`config.mk`:
```
export PLATFORM = sky130hd
export DESIGN_NAME = sram_port_arbiter
export DESIGN_NICKNAME = d
export VERILOG_FILES = /design/src/rtl/sram_port_arbiter.sv
export SDC_FILE = /design/constraint.sdc
export NUM_CORES = 1
export LEC_CHECK = 0
export BUFFER_PORTS_ARGS = -buffer_cell sky130_fd_sc_hd__buf_2
export CORE_AREA = 2 2 106 108
export DETAILED_ROUTE_END_ITERATION = 10
export DIE_AREA = 0 0 108 110
export GPL_TIMING_DRIVEN = 0
export PLACE_DENSITY = 0.68
export SYNTH_ARGS = -nofsm -noshare
export SYNTH_HDL_FRONTEND = slang
export SYNTH_SLANG_ARGS = --single-unit
```
`constraint.sdc`:
```
create_clock -name clk -period 1.6 [get_ports clk]
set_clock_uncertainty 0.1 [all_clocks]
set_input_delay 0.16 -clock clk [delete_from_list [all_inputs] [get_ports clk]]
set_output_delay 0.16 -clock clk [all_outputs]
set_load 0.03 [all_outputs]
```
`src/rtl/sram_port_arbiter.sv`:
```
// Arbitrates one 1-cycle-latency synchronous SRAM between instruction fetch and load/store.
// Optional inst starvation guard is enabled by defining SRAM_ARB_STARVE_GUARD_EN.
module sram_port_arbiter #(
   parameter int unsigned STARVE_MAX = 4
) (
   input  logic        clk,
   input  logic        reset,
   input  logic        inst_req,
   input  logic [31:0] inst_addr,
   output logic        inst_addr_ok,
   output logic        inst_data_ok,
   output logic [31:0] inst_rdata,
   input  logic        data_req,
   input  logic        data_wr,
   input  logic [3:0]  data_wstrb,
   input  logic [31:0] data_addr,
   input  logic [31:0] data_wdata,
   output logic        data_addr_ok,
   output logic        data_data_ok,
   output logic [31:0] data_rdata,
   output logic        sram_en,
   output logic [3:0]  sram_we,
   output logic [31:0] sram_addr,
   output logic [31:0] sram_wdata,
   input  logic [31:0] sram_rdata
);

   if (STARVE_MAX < 1 || STARVE_MAX > 15) begin : g_bad_starve_max
      $error("STARVE_MAX must be in 1..15");
   end

   logic        grant_inst;
   logic        grant_data;
   logic        starve_force;
   logic        resp_valid;
   logic        resp_sel;
   logic [31:0] inst_hold;
   logic [31:0] data_hold;

`ifdef SRAM_ARB_STARVE_GUARD_EN
   logic [3:0] starve_cnt;

   assign starve_force = inst_req && (starve_cnt == 4'(STARVE_MAX));

   // Counts consecutive denied fetch cycles; a dropped or granted fetch starts over.
   always_ff @(posedge clk) begin
      if (reset) begin
         starve_cnt <= 4'd0;
      end else if (!inst_req || grant_inst) begin
         starve_cnt <= 4'd0;
      end else if (starve_cnt != 4'(STARVE_MAX)) begin
         starve_cnt <= starve_cnt + 4'd1;
      end
   end
`else
   assign starve_force = 1'b0;
`endif

   always_comb begin
      grant_inst = 1'b0;
      grant_data = 1'b0;
      if (!reset) begin
         if (data_req && !starve_force) begin
            grant_data = 1'b1;
         end else if (inst_req) begin
            grant_inst = 1'b1;
         end
      end
   end

   assign inst_addr_ok = grant_inst;
   assign data_addr_ok = grant_data;

   assign sram_en    = grant_inst || grant_data;
   assign sram_addr  = grant_data ? data_addr : inst_addr;
   assign sram_we    = (grant_data && data_wr) ? data_wstrb : 4'd0;
   assign sram_wdata = data_wdata;

   // resp_sel: 0 = inst owns the response, 1 = data owns it.
   always_ff @(posedge clk) begin
      if (reset) begin
         resp_valid <= 1'b0;
         resp_sel   <= 1'b0;
      end else begin
         resp_valid <= grant_inst || grant_data;
         resp_sel   <= grant_data;
      end
   end

   // Gated by reset so a response pending across reset assertion is dropped.
   assign inst_data_ok = !reset && resp_valid && !resp_sel;
   assign data_data_ok = !reset && resp_valid && resp_sel;

   always_ff @(posedge clk) begin
      if (reset) begin
         inst_hold <= 32'd0;
         data_hold <= 32'd0;
      end else begin
         if (inst_data_ok) inst_hold <= sram_rdata;
         if (data_data_ok) data_hold <= sram_rdata;
      end
   end

   assign inst_rdata = reset ? 32'd0 : (inst_data_ok ? sram_rdata : inst_hold);
   assign data_rdata = reset ? 32'd0 : (data_data_ok ? sram_rdata : data_hold);

endmodule

```
==> results of run 1 <==
==> worst max-delay path, cell delays in order (launching register included) <==
cell and delay, ps:
dfxtp_2 340, nand2b_1 110, buf_6 140, buf_12 180
mux2i_2 290, buf_6 170
==> registers in the layout (all words and copies together) (netlist names) <==
register	count
data_hold	32
inst_hold	32
resp_sel	1
resp_valid	1
==> final cells by class <==
type,instances,area share [%]
Multi-Input combinational cell,206,37.4
Timing Repair Buffer,262,27.9
Buffer,55,7.75
Clock buffer,9,1.94
Tap cell,140,2.74
Sequential cell,66,20.7
Clock inverter,7,1.57
==> placed cells by master (no fill, tap or decap) <==
master and n:
nor2b_2 1, dfxtp_1 64, clkinv_2 1, buf_16 3
mux2i_4 43, clkinv_4 2, nor3b_1 2, clkbuf_16 1
mux2_4 25, dfxtp_2 2, mux2i_2 18, buf_12 6
nand2b_1 97, mux2_2 7, inv_6 2, nor2b_1 1
clkbuf_1 9, clkbuf_8 9, and3b_1 1, nor2_1 3
mux2i_1 3, dlygate4sd3_1 2, buf_8 2, buf_4 59
bufinv_16 2, buf_6 56, and2_4 1, and3_1 4
buf_2 179
==> power by group <==
part	internal, W	switching, W
logic	0.000708	0.000815
registers	0.00172	0.0000209
clock network	0.000891	0.000718
total	0.00332	0.00155
==> path summary, 6_finish.rpt <==
check,startpoint,end,cells past startpoint
worst max-delay path,resp_sel,inst_rdata[12],5
worst min-delay path,data_req,resp_valid,3
worst max register to register,resp_valid,data_hold[16],6
worst min register to register,inst_hold[7],inst_hold[7],2
==> timing repair <==
action | in CTS | in global routing
setup endpoints to repair | 64 | 64
endpoints found under the hold margin | 2 | 0
gates resized for setup | 155 | 84
pin swaps | 0 | 0
cloned | 2 | 1
setup buffers | 12 | 4
hold buffers | 2 | 0
==> metal layers <==
layer,track usage [%],routed length [um],vias up
met1,20.8,4580,1571
met2,35.3,6540,136
met5,0,0,-
met4,3.30,74,0
met3,5.23,945,9
li1,-,-,1599
==> cells by family after synthesis <==
family                 count (synthesis)  share of synthesized area, %
buffers and inverters                 55                          11.2
muxes                                 96                          31.3
and+or+nand+nor                      110                          19.7
DFF                                   66                          37.8
==> stage by stage <==
stage,power (W),cell area (um2)
final,0.00487,6390
after global routing,0.00508,6390
after CTS,0.00481,5890
after detailed placement,0.00299,4920
after global placement,0.00298,4920
after floorplan,0.00261,3540
==> flow_summary.json, run 1 <==
{
  "synth_area_leaders": "dfxtp_1 (38%), mux2i_1 (18%), nand2b_1 (17%), mux2_4 (11%), buf_4 (8.2%)",
  "core_area_um2": 10700,
  "antenna_left": 0,
  "cts.clk_slew.worst_paths_ps": 80,
  "clk_path_buf_depth": 2,
  "place.gp.congestion": 0.821,
  "yosys.cell_types.count": 17,
  "grt_overflow": 0,
  "outcome": "finished with violations",
  "fin_nets": 737,
  "regArea_um2": 1320,
  "drt_iter0_drc": 105,
  "drt_first_pass_iters": 4,
  "cts_tree": "yes",
  "cp-start-kind": "flop",
  "yosys_warnings": 0,
  "syn_area_um2": 3500,
  "num_vias": 3315,
  "ys.flop_type": "dfxtp_1",
  "period_needed_ps": 1840,
  "die_x_um": 108,
  "dpl_worst_slack_ps": -109,
  "synth-edff-count": 0,
  "hold_slack_ps": -10.7,
  "finalWorstSetupSlack_ps": -242,
  "die_area_um2": 11900,
  "routedWlPerCell_um": 16.3,
  "relSlewSlack_pct": 71.6,
  "area_delta_synth_final_pct": 82.9,
  "worst-r2r-setup-slack_ps": 180,
  "post-place-cells": 708,
  "crit_fanout": 10,
  "layout-drive-gt1-share_pct": 69.3,
  "fin_util_pct": 59.8,
  "clock.fmax_mhz": 543,
  "postSynthAreaPerCell_um2": 10.7,
  "violations": "negative hold slack, negative setup slack",
  "period_share_pct": 115,
  "detailed_place_hpwl_um": 9020,
  "hold_class": "in2reg",
  "root_buffer": "clkbuf_8",
  "slew_violations": 0,
  "synth_nets": 464,
  "io-pin-count": 274,
  "diodes": 0,
  "worstPathArrival_ps": 1580,
  "die_h_um": 110,
  "grt_antenna_before_repair": 0,
  "synth-seq-cells": 66,
  "required_ps": 1340,
  "final-setup-viol-count": 64,
  "grt_use_total_pct": 18.6,
  "drc": 0,
  "tightest_slew_ps": 425,
  "maxCapViolations": 0,
  "synth_common_cells": "nand2b_1 (97), dfxtp_1 (66), mux2i_1 (64), buf_4 (38), mux2_4 (25)",
  "leakagePower_nw": 2.89,
  "postSynthCellCount": 327,
  "yosysTopAreaCellShare_pct": 37.8,
  "synthArstFlopShare_pct": 0,
  "grt_pass1_vias": 3249,
  "initial_utilization_pct": 32.7,
  "grt_pass1_wl_um": 16600,
  "io_buffers": 241,
  "num_rows": 38,
  "grt_max_degree": 14,
  "ys_seq_area_share_pct": 37.8,
  "multiInputGateArea_um2": 2390,
  "critPathCaptureType": "output pin",
  "ir_drop_mv": 0.709,
  "totalWireLength_um": 12100,
  "powerDensity_nw_per_um2": 762,
  "fillers": 898,
  "path_class": "reg2out",
  "yosysTopAreaCell": "dfxtp_1",
  "via_per_inst": 4.45,
  "fin_cells": 745,
  "hold_violations": 1,
  "cts_made_buffers": 9,
  "rsz0062_at_grt": "yes",
  "insertion_delay_ps": 340,
  "clock_sinks": 66,
  "setup-tns-final_ps": -13320,
  "yosysMostFrequentCell": "nand2b_1",
  "cts_max_level": 3
}
(Power assumes the default switching activity.)
==> run 2, diff against run 1 <==
--- a/config.mk
+++ b/config.mk
@@ -12,4 +12,5 @@
 export GPL_TIMING_DRIVEN = 0
 export PLACE_DENSITY = 0.68
+export SLEW_MARGIN = 10
 export SYNTH_ARGS = -nofsm -noshare
 export SYNTH_HDL_FRONTEND = slang
==> constraint.sdc (replaced) <==
create_clock -name clk -period 1.6 [get_ports clk]
set_clock_uncertainty 0.1 [all_clocks]
set_input_delay 0.24 -clock clk [delete_from_list [all_inputs] [get_ports clk]]
set_output_delay 0.24 -clock clk [all_outputs]
set_load 0.03 [all_outputs]
==> run 2 against run 1 <==
Net effect:
- the flow finishes with violations (negative setup slack)
- cell count is 0.67% higher
- combinational power increased by 17%
- register-to-register slack better by 50 ps
- critical path type unchanged
- first-iteration DRC count shrank 6.7%
==> flow_summary.json, run 2 (synthesis gave the netlist of run 1 again) <==
{
  "outcome": "finished with violations",
  "violations": "negative setup slack",
  "period_needed_ps": 1940,
  "place.gp.congestion": 0.813,
  "worstPathArrival_ps": 1600,
  "regArea_um2": 1320,
  "largestRegisters": "data_hold (32), inst_hold (32)",
  "drc": 0,
  "drt_iter0_drc": 98,
  "hold_violations": 0,
  "area_delta_synth_final_pct": 99.5,
  "ir_drop_mv": 0.513,
  "met3_length_um": 1180,
  "drt_first_pass_iters": 4,
  "cts.clk_slew.worst_paths_ps": 80,
  "fin_cells": 750,
  "routedWlPerCell_um": 18.6,
  "fin_util_pct": 65.2,
  "leakagePower_nw": 3.07,
  "grt_pass1_wl_um": 18500,
  "initial_utilization_pct": 32.7,
  "core_area_um2": 10700,
  "powerDensity_nw_per_um2": 734,
  "path_class": "reg2out",
  "dr.max_layer_used": "met4",
  "fillers": 803,
  "grt_antenna_before_repair": 1,
  "wl_met1_um": 5070,
  "grt_overflow": 0,
  "num_vias": 3358,
  "grt_pass1_vias": 3425,
  "hold_class": "in2reg",
  "reg2reg_from": "resp_valid",
  "detailed_place_hpwl_um": 9710,
  "die_x_um": 108,
  "io_buffers": 241,
  "period_share_pct": 121,
  "totalWireLength_um": 13900,
  "root_buffer": "clkbuf_8",
  "dpl_worst_slack_ps": -251,
  "dr_wl_met2_um": 7280,
  "cts_max_level": 3,
  "rr_endpoint": "data_hold[29]",
  "grt_use_total_pct": 21.2,
  "crit_fanout": 6,
  "worst-r2r-setup-slack_ps": 230,
  "post-place-cells": 708,
  "timing.reg2reg.worst_path_depth": 5,
  "num_rows": 38,
  "final-setup-viol-count": 64,
  "tightest_slew_ps": 449,
  "insertion_delay_ps": 340,
  "crit_end": "data_rdata[28]",
  "grt_max_degree": 14,
  "multiInputGateArea_um2": 2550,
  "maxCapViolations": 0,
  "layout-drive-gt1-share_pct": 70.9,
  "antenna_left": 0,
  "cp-startpoint": "resp_valid",
  "finalWorstSetupSlack_ps": -340,
  "mostFrequentLayoutCells": "buf_2 (142), nand2b_1 (97), buf_6 (96)",
  "die_area_um2": 11900,
  "relSlewSlack_pct": 70.1,
  "required_ps": 1260,
  "final_common_cell": "buf_2",
  "clock_sinks": 66,
  "rsz0062_at_grt": "yes",
  "critPathCaptureType": "output pin",
  "io-pin-count": 274,
  "clk_path_buf_depth": 2,
  "cp-start-kind": "flop",
  "clock.fmax_mhz": 515,
  "slew_violations": 0,
  "cts_tree": "yes",
  "fin_nets": 741,
  "die_h_um": 110,
  "via_per_inst": 4.48,
  "cts_made_buffers": 9
}
run 2: how the worst min path moves through the flow:
stage / from / to / slack (ps) / cells past startpoint
3_5_place_dp: data_hold[18] / data_hold[18] / 370 / 2
6_report: inst_req / resp_valid / 60 / 3
4_1_cts: inst_req / resp_valid / 20 / 3
2_1_floorplan: inst_req / resp_valid / 270 / 2
3_3_place_gp: data_hold[22] / data_hold[22] / 360 / 2
5_1_grt: inst_req / resp_valid / 50 / 3
run 2: metrics by stage:
step                      instance area, um2  hold slack (ps)  total power [W]  TNS [ps]
after floorplan                         3550              266          0.00261     -9580
after global placement                  4930              360          0.00300    -12300
after detailed placement                4930              368          0.00302    -13960
after CTS                               6270             19.7          0.00497    -23050
after global routing                    6970             45.7          0.00531    -23410
final                                   6970             56.9          0.00511    -18580
run 2: report_power, final:
group	internal (W)	total [W]	switching, W	leakage, nW
logic	0.000876	0.00178	0.000906	2.42
registers	0.00172	0.00174	0.0000216	0.539
clock network	0.000893	0.00159	0.000700	0.115
run 2: layer usage:
| layer | up-vias | GRT usage [%] |
|---|---|---|
| met3 | 23 | 7.76 |
| met5 | - | 0 |
| met4 | 0 | 6.04 |
| li1 | 1610 | - |
| met1 | 1585 | 23.5 |
| met2 | 140 | 38.4 |
run 2: worst max-delay path, cell delays in order (launching register included):
cell	delay, ps
dfxtp_2	350
and2_4	180
buf_12	140
clkbuf_16	180
mux2i_4	250
buf_6	160
run 2: repair_timing:
action | in CTS | in global routing
setup endpoints to repair | 90 | 100
buffers inserted | 21 | 1
gates resized for setup | 221 | 155
gates cloned | 6 | 4
hold buffers | 0 | 0
run 2: final cells by class:
cell class	count	share of cell area, %
clock inverter	7	1.47
antenna	1	0.0359
clock buffer	9	1.78
buffer	52	6.82
tap	140	2.51
sequential	66	19.0
multi-input combinational	206	36.6
timing repair buffer	269	31.8
